`config.mk`:
```
export PLATFORM = sky130hd
export DESIGN_NAME = bsg_upstream_io_ch
export DESIGN_NICKNAME = d
export VERILOG_FILES = /design/src/rtl/bsg_up_pkg.sv /design/src/rtl/bsg_up_credit_counter.sv /design/src/rtl/bsg_upstream_io_ch.sv
export SDC_FILE = /design/constraint.sdc
export NUM_CORES = 1
export LEC_CHECK = 0
export ABC_AREA = 1
export ABC_CLOCK_PERIOD_IN_PS = 2900
export BUFFER_PORTS_ARGS = -buffer_cell sky130_fd_sc_hd__buf_2
export CORE_AREA = 2 2 56 58
export CTS_CLUSTER_SIZE = 8
export DETAILED_ROUTE_END_ITERATION = 8
export DIE_AREA = 0 0 58 60
export PLACE_DENSITY = 0.8
export SYNTH_ARGS = -nofsm -noshare
export SYNTH_HDL_FRONTEND = slang
export SYNTH_SLANG_ARGS = --single-unit
```
`constraint.sdc`:
```
create_clock -name clk -period 2.9 [get_ports clk]
set_clock_uncertainty 0.05 [all_clocks]
set_input_delay 0.58 -clock clk [delete_from_list [all_inputs] [get_ports clk]]
set_output_delay 0.58 -clock clk [all_outputs]
set_load 0.02 [all_outputs]
```
`src/rtl/bsg_up_pkg.sv`:
```
// rtl/bsg_up_pkg.sv - shared types and defaults for the upstream io channel
package bsg_up_pkg;

  typedef enum logic {
    IDLE = 1'b0,
    HI   = 1'b1
  } state_e;

  localparam int WORD_W_DEF         = 16;
  localparam int IO_W_DEF           = 8;
  localparam int CREDITS_DEF        = 64;
  localparam int TOKEN_DECIMATE_DEF = 4;

  // Counter must represent 0..credits inclusive.
  function automatic int calc_cw(input int credits);
    return $clog2(credits + 1);
  endfunction

endpackage

```
`src/rtl/bsg_up_credit_counter.sv`:
```
// rtl/bsg_up_credit_counter.sv - token edge detect and saturating credit counter
module bsg_up_credit_counter
  import bsg_up_pkg::*;
#(
  parameter int CREDITS        = CREDITS_DEF,
  parameter int TOKEN_DECIMATE = TOKEN_DECIMATE_DEF,
  parameter int CW             = calc_cw(CREDITS_DEF)
) (
  input  logic          clk,
  input  logic          rst,
  input  logic          spend_i,
  input  logic          io_token_i,
  output logic [CW-1:0] credit_o,
  output logic          credit_err_o
);

  localparam logic [CW:0] CREDITS_X  = (CW + 1)'(CREDITS);
  localparam logic [CW:0] DECIMATE_X = (CW + 1)'(TOKEN_DECIMATE);

  logic [CW-1:0] credit_q, credit_d;
  logic          err_q, err_d;
  logic          token_r_q, token_r_d;
  logic          token_edge;
  logic [CW:0]   sum;

  always_ff @(posedge clk) begin
    if (rst) begin
      credit_q  <= CREDITS_X[CW-1:0];
      err_q     <= 1'b0;
      token_r_q <= 1'b0;
    end else begin
      credit_q  <= credit_d;
      err_q     <= err_d;
      token_r_q <= token_r_d;
    end
  end

  // One extra bit so a return that overshoots CREDITS is visible before clamping.
  always_comb begin
    token_edge = io_token_i ^ token_r_q;
    token_r_d  = io_token_i;
    sum        = {1'b0, credit_q} + (token_edge ? DECIMATE_X : '0) - {{CW{1'b0}}, spend_i};
    credit_d   = sum[CW-1:0];
    err_d      = err_q;
    if (sum > CREDITS_X) begin
      credit_d = CREDITS_X[CW-1:0];
      err_d    = 1'b1;
    end
  end

  assign credit_o     = credit_q;
  assign credit_err_o = err_q;

endmodule

```
`src/rtl/bsg_upstream_io_ch.sv`:
```
// rtl/bsg_upstream_io_ch.sv - serialises 16-bit core words into credit-gated 8-bit io beats
module bsg_upstream_io_ch
  import bsg_up_pkg::*;
#(
  parameter int WORD_W         = WORD_W_DEF,
  parameter int IO_W           = IO_W_DEF,
  parameter int CREDITS        = CREDITS_DEF,
  parameter int TOKEN_DECIMATE = TOKEN_DECIMATE_DEF,
  localparam int CW            = calc_cw(CREDITS)
) (
  input  logic              clk,
  input  logic              rst,
  input  logic [WORD_W-1:0] core_data_i,
  input  logic              core_valid_i,
  output logic              core_yumi_o,
  input  logic              io_token_i,
  output logic [IO_W-1:0]   io_data_o,
  output logic              io_valid_o,
  output logic [CW-1:0]     credit_o,
  output logic              credit_err_o
);

  state_e              state_q, state_d;
  logic [WORD_W-1:0]   hold_q, hold_d;
  logic [IO_W-1:0]     io_data_q, io_data_d;
  logic                io_valid_q, io_valid_d;
  logic                yumi;

  bsg_up_credit_counter #(
    .CREDITS       (CREDITS),
    .TOKEN_DECIMATE(TOKEN_DECIMATE),
    .CW            (CW)
  ) u_credit (
    .clk         (clk),
    .rst         (rst),
    .spend_i     (yumi),
    .io_token_i  (io_token_i),
    .credit_o    (credit_o),
    .credit_err_o(credit_err_o)
  );

  // A word is taken only while the pins are free for the following two cycles.
  assign yumi = core_valid_i && (credit_o != '0) && !rst && (state_q == IDLE);

  always_ff @(posedge clk) begin
    if (rst) begin
      state_q    <= IDLE;
      hold_q     <= '0;
      io_data_q  <= '0;
      io_valid_q <= 1'b0;
    end else begin
      state_q    <= state_d;
      hold_q     <= hold_d;
      io_data_q  <= io_data_d;
      io_valid_q <= io_valid_d;
    end
  end

  always_comb begin
    state_d = state_q;
    case (state_q)
      IDLE:    if (yumi) state_d = HI;
      HI:      state_d = IDLE;
      default: state_d = IDLE;
    endcase
  end

  always_comb begin
    hold_d     = hold_q;
    io_data_d  = io_data_q;
    io_valid_d = 1'b0;
    if (state_q == HI) begin
      io_data_d  = hold_q[WORD_W-1:IO_W];
      io_valid_d = 1'b1;
    end else if (yumi) begin
      hold_d     = core_data_i;
      io_data_d  = core_data_i[IO_W-1:0];
      io_valid_d = 1'b1;
    end
  end

  assign core_yumi_o = yumi;
  assign io_data_o   = io_data_q;
  assign io_valid_o  = io_valid_q;

endmodule

```
* Yosys cells after proc, flatten, opt, wreduce, memory -nomap -nowiden
Cells that the tools add are included.
Storage, ports and cells: output and inout port bits 18, input bits 20, register bits after elaboration 35
Operators by class: add/sub/neg operators 2, bitwise operators 2, multiplexer cells 6, reductions and logical operators 8, $lt $le $gt $ge 1
Operator list (number):
- two-way mux 8 bit | 2
- adder 7 x 8 -> 8 bit | 1
- > comparator 8 x 7 -> 1 bit, second input constant | 1
- subtractor 8 x 1 -> 8 bit | 1
- nonzero test 7 bit | 1
- logical AND 1 bit | 3
- two-way mux 3 bit | 1
- two-way mux 1 bit | 2
- case mux 1 bit (2 select lines) | 1
- AND reduction 2 bit | 1
- nonzero test 2 bit | 1
- OR reduction 2 bit | 1
- logical NOT 1 bit | 1
- inverter 1 bit | 1
- bitwise XOR 1 bit | 1

* Depth between registers and ports, before layout
depth in word-level cells 7, mapped depth 19

* Hierarchy
From an unflattened synthesis, not the netlist that was laid out.
Unflattened totals: cell total of the unflattened synthesis 248, area, all modules 1632.8 µm²
By module, submodules not included:
- bsg_upstream_io_ch | instances 1, seq. area each 360.3 µm², cells each 153, area an instance 991.0 µm²
- bsg_up_credit_counter | instances 1, seq. area each 180.2 µm², cells each 95, area an instance 641.9 µm²

* Worst setup path after synthesis
OpenSTA, ideal clock, no wires.
kind register to register, start point reg u_credit.credit_q[4], in the netlist u_credit.credit_o[4], end point reg u_credit.err_q, in the netlist u_credit.credit_err_o, required time 2.741 ns, buffers on the path 1, setup time 0.109 ns, arrival 2.574 ns, cell stages (with the launch flop) 18, path slack 0.167 ns, clock period less this slack 2.733 ns, path through dfxtp_1 > inv_1 > ha_1 > nand4_2 > nand3_2 > inv_2 > buf_6 > ha_1 > inv_1 > ha_1 > fa_1 > xor2_1 > nor2_1 > nand3_1 > nand2_2 > nand3_1 > nand2_1 > inv_1
Between the ends: longest elaborated chain between the ends 6, elaborated cells on any way between the ends 7
Ends and longest elaborated chain:
- start, declared | RTL line bsg_up_credit_counter.sv:20 | logic [CW-1:0] credit_q, credit_d;
- start signal, assigned | RTL line bsg_up_credit_counter.sv:28 | credit_q <= CREDITS_X[CW-1:0];
- start signal, assigned | RTL line bsg_up_credit_counter.sv:32 | credit_q <= credit_d;
- nonzero test 7 bit | RTL line bsg_upstream_io_ch.sv:43 | assign yumi = core_valid_i && (credit_o != '0) && !rst && (state_q == IDLE);
- logical AND 1 bit (3 in a row) | RTL line bsg_upstream_io_ch.sv:43
- via core_yumi_o | RTL line bsg_upstream_io_ch.sv:15 | output logic core_yumi_o,
- subtractor 8 x 1 -> 8 bit | RTL line bsg_up_credit_counter.sv:42 | sum = {1'b0, credit_q} + (token_edge ? DECIMATE_X : '0) - {{CW{1'b0}}, spend_i};
- > comparator 8 x 7 -> 1 bit | RTL line bsg_up_credit_counter.sv:45 | if (sum > CREDITS_X) begin
- end signal, assigned | RTL line bsg_up_credit_counter.sv:33 | err_q <= err_d;
- end, declared | RTL line bsg_up_credit_counter.sv:21 | logic err_q, err_d;
The timed path passes the listed nets, and every way through them passes these cells. A chain may end at the register's enable or synchronous reset.

* Final worst setup path
start point reg u_credit.credit_q[4], in the netlist u_credit.credit_o[4], end point reg u_credit.err_q, in the netlist u_credit.credit_err_o
Between the ends: longest elaborated chain between the ends 6, elaborated cells on any way between the ends 7
Ends and longest elaborated chain (RTL line):
- branches (longest 4 deep; another with adder 7 x 8 -> 8 bit)
- subtractor 8 x 1 -> 8 bit (*) | bsg_up_credit_counter.sv:42
- > comparator 8 x 7 -> 1 bit (*) | bsg_up_credit_counter.sv:45
Mark *: on every way between the ends.

==> results.py <==
metrics = {
    "synthesis": {
        "synth.yosys.warnings": 0,
        "most_common_cell_in_the_netlist": "sky130_fd_sc_hd__nand2_1",
        "postSynthCellCount": 202,
        "ys_seq_area_share_pct": 37.0,
        "synth.top_cells.by_count": "sky130_fd_sc_hd__nand2_1, sky130_fd_sc_hd__inv_1, sky130_fd_sc_hd__dfxtp_1",
        "ys_dominant_reg_cell": "sky130_fd_sc_hd__dfxtp_1",
        "synth_fp_nets": 232,
        "avgSynthCellArea_sq_um": 7.23,
        "yosysUniqueCellTypes": 26,
        "netlist.top_cell.by_area": "sky130_fd_sc_hd__dfxtp_1",
        "synth.cell_area_sq_mm": 0.00146,
        "synthDominantCellAreaShare_pct": 37.0,
        "synth.ff_latch_count": 27,
        "async_flop_share_pct": 0,
        "synth.top_cells.by_area": "sky130_fd_sc_hd__dfxtp_1, sky130_fd_sc_hd__nand2_1, sky130_fd_sc_hd__inv_1, sky130_fd_sc_hd__ha_1, sky130_fd_sc_hd__a21oi_1",
        "post_synth_edffs": 0,
    },
    "timing": {
        "finalWorstPathRequiredPeriod_ns": 2.65,
        "layout_worst_path_cycle_share_pct": 91.3,
        "holdWs_ns": 0.418,
        "grt_setup_unrepaired": "no",
        "slew_viol_final": 0,
        "max_slew_headroom_pct": 74.5,
        "worstMarginPinSlew_ns": 0.382,
        "clock.fmax_mhz": 378,
        "timing.final.setup_violations": 0,
        "layout_setup_ws_ns": 0.252,
        "timing.setup.tns_ns": 0,
        "final_hold_viol_count": 0,
    },
    "cells_and_area": {
        "fraction_of_final_layout_cells_sized_beyond_drive_strength_1_pct": 26.7,
        "fin_area_sq_mm": 0.00169,
        "multi_input_comb_area_sq_um": 723,
        "n_antenna_cell": 0,
        "nNetsFinal": 271,
        "final.fill_count": 290,
        "area.sequential_sq_um": 541,
        "area.growth.synth_to_final_pct": 15.5,
        "fin_util_pct": 58.1,
    },
    "clock_network": {
        "worst_skew_pair.late_latency_ns": 0.32,
        "root_buffer_selected_by_cts": "sky130_fd_sc_hd__clkbuf_4",
        "clock_tree_from_tritoncts": "done",
        "count_of_hold_fix_buffers_inserted_at_cts": 0,
        "clock_pin_slew_reported_for_the_worst_setup_and_hold_paths_after_clock_tree_synthesis_ns": 0.14,
        "cts_buffer_depth": 2,
        "clock_sinks": 27,
        "cts.repair_timing.setup_buffer_count": 0,
        "cts-buffers-inserted": 3,
        "post_cts_resized": 0,
        "htreeDepth": 1,
    },
    "worst_setup_path": {
        "critPathBufInv": 4,
        "timing.critical_path.cells": "inv_1 -> ha_1 -> nand4_2 -> nand3_2 -> inv_2 -> ha_1 -> inv_1 -> ha_1 -> fa_1 -> xor2_1 -> nor2_1 -> nand3_1 -> nand2_2 -> nand3_1 -> nand2_1 -> inv_1",
        "crit_path_max_incr_delay_ns": 0.45,
        "worst_path_max_delay_cell": "sky130_fd_sc_hd__fa_1",
        "cp-end-kind": "register",
        "worst_setup_path_start_kind": "register",
        "critical_path.max_fanout": 4,
        "worstPathRequired_ns": 3.09,
        "crit_arrival_ns": 2.84,
        "worst_path_dominant_cell_family": "adder cells",
        "timing.setup.critical_path_class": "register to register",
    },
    "pwr": {
        "p_per_area_mw_per_mm2": 803,
        "power.static_leakage_nw": 0.902,
        "maximum_vdd_drop_mv": 0.435,
    },
    "floorplanning": {
        "initial_core_util_pct": 50.3,
        "rows": 20,
        "core_sq_mm": 0.00290,
        "ios": 38,
        "die_outline_area_sq_mm": 0.00348,
        "die_h_um": 60,
        "floorplan.die.width_um": 58,
    },
    "detailed_routing": {
        "antenna_left": 0,
        "detailedRoute.firstIterationViolations": 45,
        "drc": 0,
        "routedWlPerCell_um": 9.99,
        "drt_via_density": 4.80,
        "postRouteWirelength_um": 2730,
        "drt-pass1-iter-count": 4,
        "route.vias.total": 1311,
    },
    "placed_design": {
        "post-dp-hpwl_um": 2130,
        "port_buffers": 37,
        "detailedPlace.worstSlack_ns": 0.186,
        "placedInstanceArea_sq_mm": 0.00166,
        "gp_congestion": 0.823,
    },
    "global_route": {
        "grt_start_max_net_pins": 19,
        "via_count_of_the_first_global_routing_pass": 1067,
        "initial_antenna_violation_count": 0,
        "track_usage_pct": 16.7,
        "overflow": 0,
        "global_route_wire_length_before_repair_um": 4570,
    },
    "min_path": {
        "hold_path_class": "primary input to register",
    },
    "run_status": {
        "outcome": "completed",
    },
    "flow_run": {
        "max_cap_viol_count": 0,
    },
}
==> cell type report <==
type	instances	area share, %
clock inverters	1	0.297
multi-input cells	130	42.9
inverters	39	8.68
well taps	33	2.45
repair buffers	40	12.3
clock buffers	3	1.34
flip-flops and latches	27	32.0
==> per-layer routing <==
metal	up-vias	wire length, um	global-route usage, %
met5	-	0	0
met4	0	6	2.33
met3	2	130	4.33
met2	36	1230	26.3
met1	569	1360	23.7
li1	704	-	-
==> sequential cells by signal, indices dropped and copies added, names as in the netlist <==
| name | count |
|---|---|
| u_credit.credit_o | 7 |
| hold_q | 8 |
| state_q | 1 |
| io_valid_o | 1 |
| u_credit.token_r_q | 1 |
| io_data_o | 8 |
| u_credit.credit_err_o | 1 |
==> report_power, final <==
part	switching (mW)	total (mW)	leakage (nW)	internal [mW]
Clock	0.109	0.160	0.0177	0.0517
Sequential	0.0425	0.473	0.221	0.430
Combinational	0.462	0.722	0.663	0.260
Total	0.613	1.36	0.902	0.742
==> tightest hold or removal path, stage by stage <==
cell	delay [ns]
sky130_fd_sc_hd__buf_2	0.11
sky130_fd_sc_hd__inv_1	0.05
sky130_fd_sc_hd__nor2_1	0.03
==> worst paths after layout <==
| check | to | start | slack [ns] | cells after the start |
|---|---|---|---|---|
| hold / removal | u_credit.token_r_q | io_token_i | 0.42 | 3 |
| setup / recovery | u_credit.credit_err_o | u_credit.credit_o[4] | 0.25 | 16 |
| setup reg to reg | u_credit.credit_err_o | u_credit.credit_o[4] | 0.25 | 16 |
| hold reg to reg | hold_q[8] | hold_q[8] | 0.42 | 2 |
==> logic make-up (layout without fill, tap and decap cells) <==
logic type | after synthesis | count (layout) | share of synthesized area (%)
and+or+nand+nor | 92 | 92 | 29.3
AOI/OAI and AO/OA | 26 | 26 | 9.94
xor gates and xnor gates | 2 | 2 | 1.20
DFF | 27 | 27 | 37.0
buffers and inverters | 45 | 83 | 13.5
adders and majority gates | 10 | 10 | 9.08
==> through the flow <==
stage | cells | power [mW]
after floorplan | 202 | 1.06
after global placement | 269 | 1.19
after detailed placement | 269 | 1.20
after CTS | 273 | 1.36
after global routing | 273 | 1.49
final | 273 | 1.36
==> layout by cell type, fill, tap and decap left out <==
master,count
sky130_fd_sc_hd__a21oi_1,22
sky130_fd_sc_hd__a21oi_2,1
sky130_fd_sc_hd__a21oi_4,1
sky130_fd_sc_hd__buf_2,37
sky130_fd_sc_hd__buf_4,3
sky130_fd_sc_hd__clkbuf_4,3
sky130_fd_sc_hd__clkinv_2,1
sky130_fd_sc_hd__dfxtp_1,27
sky130_fd_sc_hd__fa_1,1
sky130_fd_sc_hd__ha_1,9
sky130_fd_sc_hd__inv_1,32
sky130_fd_sc_hd__inv_2,7
sky130_fd_sc_hd__nand2_1,57
sky130_fd_sc_hd__nand2_2,1
sky130_fd_sc_hd__nand3_1,13
sky130_fd_sc_hd__nand3_2,1
sky130_fd_sc_hd__nand3_4,1
sky130_fd_sc_hd__nand4_1,5
sky130_fd_sc_hd__nand4_2,1
sky130_fd_sc_hd__nor2_1,6
sky130_fd_sc_hd__nor2_2,6
sky130_fd_sc_hd__nor2_4,1
sky130_fd_sc_hd__o21ai_0,1
sky130_fd_sc_hd__o21ai_1,1
sky130_fd_sc_hd__xnor2_1,1
sky130_fd_sc_hd__xor2_1,1
(Power assumes the default switching activity.)
